===== src/rtl/ring_fifo.sv =====
// ring_fifo: parametrised circular buffer for in-order pipeline queues.
//
// Binary head/tail pointers with an occupancy counter; full and empty are
// told apart by the counter alone. Valid/ready handshake on both sides,
// synchronous flush, and an allocation index (o_wr_idx) for tagging entries.
//
// Optional build macro: RING_FIFO_BYPASS_EN
//   When defined, an empty buffer with same-cycle push and pop passes i_data
//   straight to o_data and both pointers advance together (count stays 0).
//
// Ports:
//   i_clk     clock, all state changes on the rising edge
//   i_rst     asynchronous active-high reset
//   i_flush   synchronous clear, wins over push and pop
//   i_push    producer offers i_data
//   i_data    write data
//   o_ready   a push is accepted this cycle (not full)
//   o_wr_idx  slot the next accepted push will occupy (tail)
//   i_pop     consumer takes the head entry
//   o_valid   head entry present
//   o_data    head entry data, zero when o_valid is low
//   o_rd_idx  slot index of the head
//   o_count   occupancy 0..DEPTH
//   o_full    count == DEPTH
//   o_afull   count >= AF_LEVEL
module ring_fifo #(
  parameter int unsigned WIDTH    = 32,
  parameter int unsigned DEPTH    = 8,
  parameter int unsigned AF_LEVEL = 6,
  localparam int unsigned AW      = $clog2(DEPTH)
) (
  input  logic             i_clk,
  input  logic             i_rst,
  input  logic             i_flush,
  input  logic             i_push,
  input  logic [WIDTH-1:0] i_data,
  output logic             o_ready,
  output logic [AW-1:0]    o_wr_idx,
  input  logic             i_pop,
  output logic             o_valid,
  output logic [WIDTH-1:0] o_data,
  output logic [AW-1:0]    o_rd_idx,
  output logic [AW:0]      o_count,
  output logic             o_full,
  output logic             o_afull
);

  localparam logic [AW:0] FULL_CNT = (AW+1)'(DEPTH);
  localparam logic [AW:0] AF_CNT   = (AW+1)'(AF_LEVEL);

  logic [WIDTH-1:0] mem_q [DEPTH];
  logic [AW-1:0]    head_q, head_d;
  logic [AW-1:0]    tail_q, tail_d;
  logic [AW:0]      count_q, count_d;
  logic             push_fire, pop_fire;

  assign o_full   = (count_q == FULL_CNT);
  assign o_afull  = (count_q >= AF_CNT);
  assign o_ready  = ~o_full;
  assign o_count  = count_q;
  assign o_wr_idx = tail_q;
  assign o_rd_idx = head_q;

`ifdef RING_FIFO_BYPASS_EN
  logic bypass;
  // Pass-through only from an empty buffer; a flush suppresses it.
  assign bypass  = (count_q == '0) & i_push & i_pop & ~i_flush;
  assign o_valid = (count_q != '0) | bypass;
  assign o_data  = (count_q != '0) ? mem_q[head_q] : (bypass ? i_data : '0);
`else
  assign o_valid = (count_q != '0);
  assign o_data  = o_valid ? mem_q[head_q] : '0;
`endif

  assign push_fire = i_push & o_ready;
  assign pop_fire  = i_pop & o_valid;

  always_comb begin
    head_d  = head_q;
    tail_d  = tail_q;
    count_d = count_q;
    if (i_flush) begin
      head_d  = '0;
      tail_d  = '0;
      count_d = '0;
    end else begin
      // DEPTH is a power of two, so pointer overflow is the modulo wrap.
      if (push_fire) tail_d = tail_q + 1'b1;
      if (pop_fire)  head_d = head_q + 1'b1;
      case ({push_fire, pop_fire})
        2'b10:   count_d = count_q + 1'b1;
        2'b01:   count_d = count_q - 1'b1;
        default: count_d = count_q;
      endcase
    end
  end

  always_ff @(posedge i_clk or posedge i_rst) begin
    if (i_rst) begin
      head_q  <= '0;
      tail_q  <= '0;
      count_q <= '0;
    end else begin
      head_q  <= head_d;
      tail_q  <= tail_d;
      count_q <= count_d;
    end
  end

  // Slot storage is deliberately left out of reset.
  always_ff @(posedge i_clk) begin
    if (push_fire && !i_flush) mem_q[tail_q] <= i_data;
  end

endmodule


===== config.mk =====
export PLATFORM = sky130hd
export DESIGN_NAME = ring_fifo
export DESIGN_NICKNAME = d
export VERILOG_FILES = /design/src/rtl/ring_fifo.sv
export SDC_FILE = /design/constraint.sdc
export NUM_CORES = 1
export LEC_CHECK = 0
export BUFFER_PORTS_ARGS = -buffer_cell sky130_fd_sc_hd__buf_2
export CORE_ASPECT_RATIO = 1.2
export CORE_UTILIZATION = 60
export DETAILED_ROUTE_END_ITERATION = 8
export GPL_ROUTABILITY_DRIVEN = 0
export PLACE_DENSITY = 0.8
export SLEW_MARGIN = 20
export SYNTH_ARGS = -nofsm -noshare
export SYNTH_HDL_FRONTEND = slang
export SYNTH_SLANG_ARGS = --single-unit

===== constraint.sdc =====
create_clock -name i_clk -period 7.05 [get_ports i_clk]
set_input_delay 0.3525 -clock i_clk [delete_from_list [all_inputs] [get_ports i_clk]]
set_output_delay 0.3525 -clock i_clk [all_outputs]
set_load 0.01 [all_outputs]

==> results.cfg, run 1 <==
[cells_and_area]
area_growth_pct = 13.8
drive_above_1_share = 0.334
final_common_cell = edfxtp_1
final_nets = 630
layout_common_cells = edfxtp_1 (256), buf_2 (82), mux4_2 (64)
final_cell_area_sq_mm = 0.0118

[timing]
post-route-min-period_ps = 3500
rsz0062_at_grt = no
worstMarginPinSlew_ps = 929
maxSlewViolCount = 0
fmaxAchievable_mhz = 286
relSlewSlack = 0.380
skew_ps = 20.3
timing.hold.ws_ps = 81.9
tns_ps = 0
setup-violations-final = 0
hold_viol_final = 0
fin_crit_sh = 0.497

[critical_path]
startpoint_type = flip-flop
critPathMaxFanout = 47
arrival_ps = 3150
r2r-start = o_count[1]
cp-end-kind = output pin
cp.required_ps = 6700
r2r_end = mem_q[6][0]
ff2ff_path_depth = 5
reg2reg_slack_ps = 4280
path_class = reg2out

[hold_path]
min_path_type = in2reg
worstHoldStart = i_data[14]
worstHoldEndpoint = mem_q[7][14]
whs_path_depth = 1

[grt]
grt_overflow = 0
grt_max_degree = 48
antenna_found_initial = 1
grt_pass1_wl_um = 31100
grtUsageTotal = 0.240
grt_pass1_vias = 5350

[cts]
cts-root-buf = clkbuf_16
post_cts_buffers = 0
cts_sinks = 266
cts-buffers-inserted = 24
clk_pin_slew_ps = 60
cts_tree = built
insertion_delay_ps = 530
cts_resized = 0
h-tree-depth = 1
ctsLongestPathBuffers = 3

[logic_synthesis]
postSynthAreaPerCell_sq_um = 21.1
syn_area_sq_mm = 0.0104
ys_ff_latch = 266
synth_cells = 492
synth-main-ff-cell = edfxtp_1
synth-edff-count = 256
async_reset_ff_frac = 0.0376
synth.distinct_cells = 35
syn_nets = 533
yosysSeqAreaShare = 0.763
synth_warnings = 0

[detailed_routing]
dr_wl_met2_um = 10500
wl_per_cell_um = 24.6
vias = 5119
wirelength_um = 20200
drt_iter0_markers = 468
top_layer_used = met4
via_per_inst = 6.24
met1_length_um = 8070
drc_errors = 0
met3_length_um = 1190
dr.pass1.iters = 5
drtAntennaViolNets = 0

[power_and_ir_drop]
cellLeakagePower_nw = 3.87
peakVddDrop_uv = 194
power_density_mw_per_mm2 = 333

[die]
start_util = 0.615
rows = 52
die_h_um = 146
core_sq_mm = 0.0169
floorplan.io_pins = 83
die_area_sq_mm = 0.0179
fp.dieW_um = 122

[place]
hpwlAfterDp_um = 11200
post_dp_cell_area_sq_mm = 0.0111
io_buffers = 82

[outcome]
status = complete, no violations

[run]
maxCapViolations = 0
==> synth_stat cells, types with 5 or more instances <==
library cell / n / area [sq um]
edfxtp_1: 256 / 7690
clkbuf_1: 14 / 52.6
nor2_1: 46 / 173
dfrtp_1: 10 / 250
mux2i_1: 34 / 340
buf_2: 7 / 35.0
inv_1: 5 / 18.8
nand2_1: 7 / 26.3
mux4_2: 64 / 1440
==> per-layer routing <==
layer	vias to the layer above	GRT usage
met4	0	0.0896
li1	2201	-
met5	-	0
met1	2694	0.329
met2	197	0.394
met3	27	0.0363
==> per-stage QoR <==
stage	worst slack [ps]	total power, mW	util	std cells
2_1_floorplan	2880	2.50	-	492
3_3_place_gp	4140	2.80	0.659	778
3_5_place_dp	4080	2.82	0.659	778
4_1_cts	3490	3.97	0.699	820
5_1_grt	3300	4.10	0.700	821
6_report	3550	3.94	0.700	821
==> worst max path at each step <==
stage,start,to,slack (ps),cells after the start
6_report,o_rd_idx[0],o_data[16],3550,5
2_1_floorplan,o_count[1],mem_q[0][0],2880,6
4_1_cts,o_rd_idx[0],o_data[16],3490,5
3_3_place_gp,o_rd_idx[0],o_data[16],4140,5
3_5_place_dp,o_rd_idx[0],o_data[16],4080,5
5_1_grt,o_rd_idx[0],o_data[16],3300,5
==> logic make-up after synthesis <==
group / synth area share
flops: 0.763
mux: 0.171
simple gates: 0.0321
buf+inv: 0.0127
compound gates: 0.0111
xor+xnor: 0.00505
fa+ha+maj: 0.00481
==> where the power goes <==
part	switching [mW]	internal [mW]	total, mW
combinational	0.491	0.415	0.906
clock	0.525	0.630	1.15
sequential	0.0771	1.80	1.88
total	1.09	2.84	3.94
==> timing repair <==
item                                    CTS  global route
endpoints found under the hold margin    10             0
endpoints found under the setup margin    0             0
hold buffers                              1             0
==> flip-flops by register name, summed over array words and instances (netlist names) <==
| signal | count |
|---|---|
| mem_q | 256 |
| o_count | 4 |
| o_rd_idx | 3 |
| o_wr_idx | 3 |
==> critical path, stage by stage (launching register included) <==
cell and delay (ps):
dfrtp_4 690, buf_4 770, mux4_2 640, mux2i_1 180, nor2_1 90, buf_2 170
==> cell type report <==
cell class                      instances  area [sq um]
Sequential cell                       266          7940
Multi-Input combinational cell        195          2390
Timing Repair Buffer                   97           526
Antenna cell                            1          2.50
Clock inverter                          6          37.5
Tap cell                              216           270
Clock buffer                           35           642
Inverter                                5          18.8
Fill cell                            1051          5080
(Power assumes the default switching activity.)
==> run 2: changes to the inputs <==
- CORE_UTILIZATION: 60 -> 54
- PLACE_DENSITY: 0.8 -> 0.76
- clock period: 7.05 -> 3.1 ns (I/O delays scaled with it)
==> results.cfg, run 2 (synthesized netlist as in run 1, its figures left out) <==
[outcome]
status = complete, no violations

[cells_and_area]
antenna_cells = 0
stdcell_count = 905
area_growth_pct = 20.0
final_nets = 672
fill_cells = 1268
layout_common_cells = edfxtp_1 (256), buf_2 (82), mux4_2 (64)
drive_above_1_share = 0.328
final_common_cell = edfxtp_1
top_register = mem_q
largest_reg_flops = 256

[die]
fp.dieW_um = 129
die_h_um = 154
rows = 55
core_sq_mm = 0.0189
start_util = 0.552
die_area_sq_mm = 0.0198
floorplan.io_pins = 83

[critical_path]
startpoint_type = flip-flop
path_class = reg2reg
cp.required_ps = 3290
arrival_ps = 2920
cp-end-kind = flip-flop
critPathMaxFanout = 18

[timing]
worstMarginPinSlew_ps = 1070
fmaxAchievable_mhz = 366
fin_crit_sh = 0.881
maxSlewViolCount = 0
skew_ps = 9.32
rsz0062_at_grt = no
setup-violations-final = 0
post-route-min-period_ps = 2730
hold_viol_final = 0
relSlewSlack = 0.282

[detailed_routing]
dr.pass1.iters = 5
wl_per_cell_um = 22.7
via_per_inst = 5.73
vias = 5187
drtAntennaViolNets = 0
wirelength_um = 20500
drt_iter0_markers = 415
drc_errors = 0

[place]
dp_cells = 822
io_buffers = 82
hpwlAfterDp_um = 12000

[grt]
grtUsageTotal = 0.216
grt_overflow = 0
grt_pass1_vias = 5533
grt_pass1_wl_um = 31400
antenna_found_initial = 0
grt_max_degree = 40

[cts]
cts-root-buf = clkbuf_16
post_cts_buffers = 0
clk_pin_slew_ps = 60
cts_sinks = 266
h-tree-depth = 1
insertion_delay_ps = 510
cts-buffers-inserted = 25
cts_tree = built
ctsLongestPathBuffers = 3

[power_and_ir_drop]
fin_total_pwr_mw = 9.23
cellLeakagePower_nw = 4.10
power_switching_mw = 2.53
peakVddDrop_uv = 468
seqPwrFrac = 0.457
power_density_mw_per_mm2 = 739
p_clk_frac = 0.302
switching_share = 0.274
cellInternalPower_mw = 6.70
power_frac_comb = 0.241

[hold_path]
min_path_type = in2async

[run]
maxCapViolations = 0
==> run 2: changes by cell type in the layout (fill, tap and decap cells not counted), sizes merged <==
cell and delta:
bufinv +1, inv +1, clkinvlp +2, clkbuf -2
diode -1, buf +7, dlygate4sd3 +34, clkinv +2
==> run 2: per-stage QoR <==
step           setup TNS [ps]  hold slack [ps]  instance area (sq um)  utilization  setup slack, ps
4_1_cts                     0              153                  12400        0.658              316
5_1_grt                     0              207                  12500        0.662              228
6_report                    0              175                  12500        0.662              369
2_1_floorplan          -21700            -4.82                  10400            -             -196
3_5_place_dp                0              154                  11300        0.600              389
3_3_place_gp                0              138                  11200        0.596              450
==> run 2: cell type report <==
class / instances / area, sq um / share of cell area
inverter: 5 / 18.8 / 0.00150
timing repair buffer: 138 / 1060 / 0.0846
clock inverter: 12 / 86.3 / 0.00691
clock buffer: 33 / 656 / 0.0525
sequential: 266 / 7940 / 0.636
tap: 256 / 320 / 0.0256
multi-input combinational: 195 / 2410 / 0.193
==> run 2: final timing paths <==
| path | start | endpoint | slack (ps) | cells after the start |
|---|---|---|---|---|
| worst max-delay path | o_count[3] | mem_q[0][17] | 370 | 5 |
| worst min-delay path | i_rst | o_count[2] | 170 | 3 |
| worst max register to register | o_count[3] | mem_q[0][17] | 370 | 5 |
| worst min register to register | o_wr_idx[0] | o_wr_idx[0] | 650 | 2 |
| max in group asynchronous | i_rst | o_rd_idx[0] | 2600 | 3 |
| min in group i_clk | i_pop | o_count[1] | 190 | 4 |
==> run 2: metal layers <==
layer,vias to the layer above,wire length [um],GRT usage
met5,-,0,0
met4,0,401,0.0622
met3,35,1140,0.0348
met2,188,11100,0.390
met1,2670,7890,0.267
li1,2294,-,-
==> run 2: critical path, cell delays in order, from the launching register on <==
cell and delay [ps]:
dfrtp_1 380, or4b_2 270, nand2_1 110, or3_1 500, nor3_4 720, buf_4 420
==> run 2: what timing repair did <==
| item | in CTS | in global routing |
|---|---|---|
| hold buffers | 35 | 0 |
| resized for setup | 0 | 0 |
| hold endpoints to repair | 275 | 0 |
==> run 2: power groups by stage <==
stage | clock network [mW] | logic [mW] | registers, mW
final | 2.79 | 2.22 | 4.22
after floorplan | 0 | 1.45 | 4.24
after global routing | 2.95 | 2.41 | 4.23
after CTS | 2.83 | 2.26 | 4.22
after detailed placement | 0 | 2.21 | 4.29
after global placement | 0 | 2.17 | 4.28
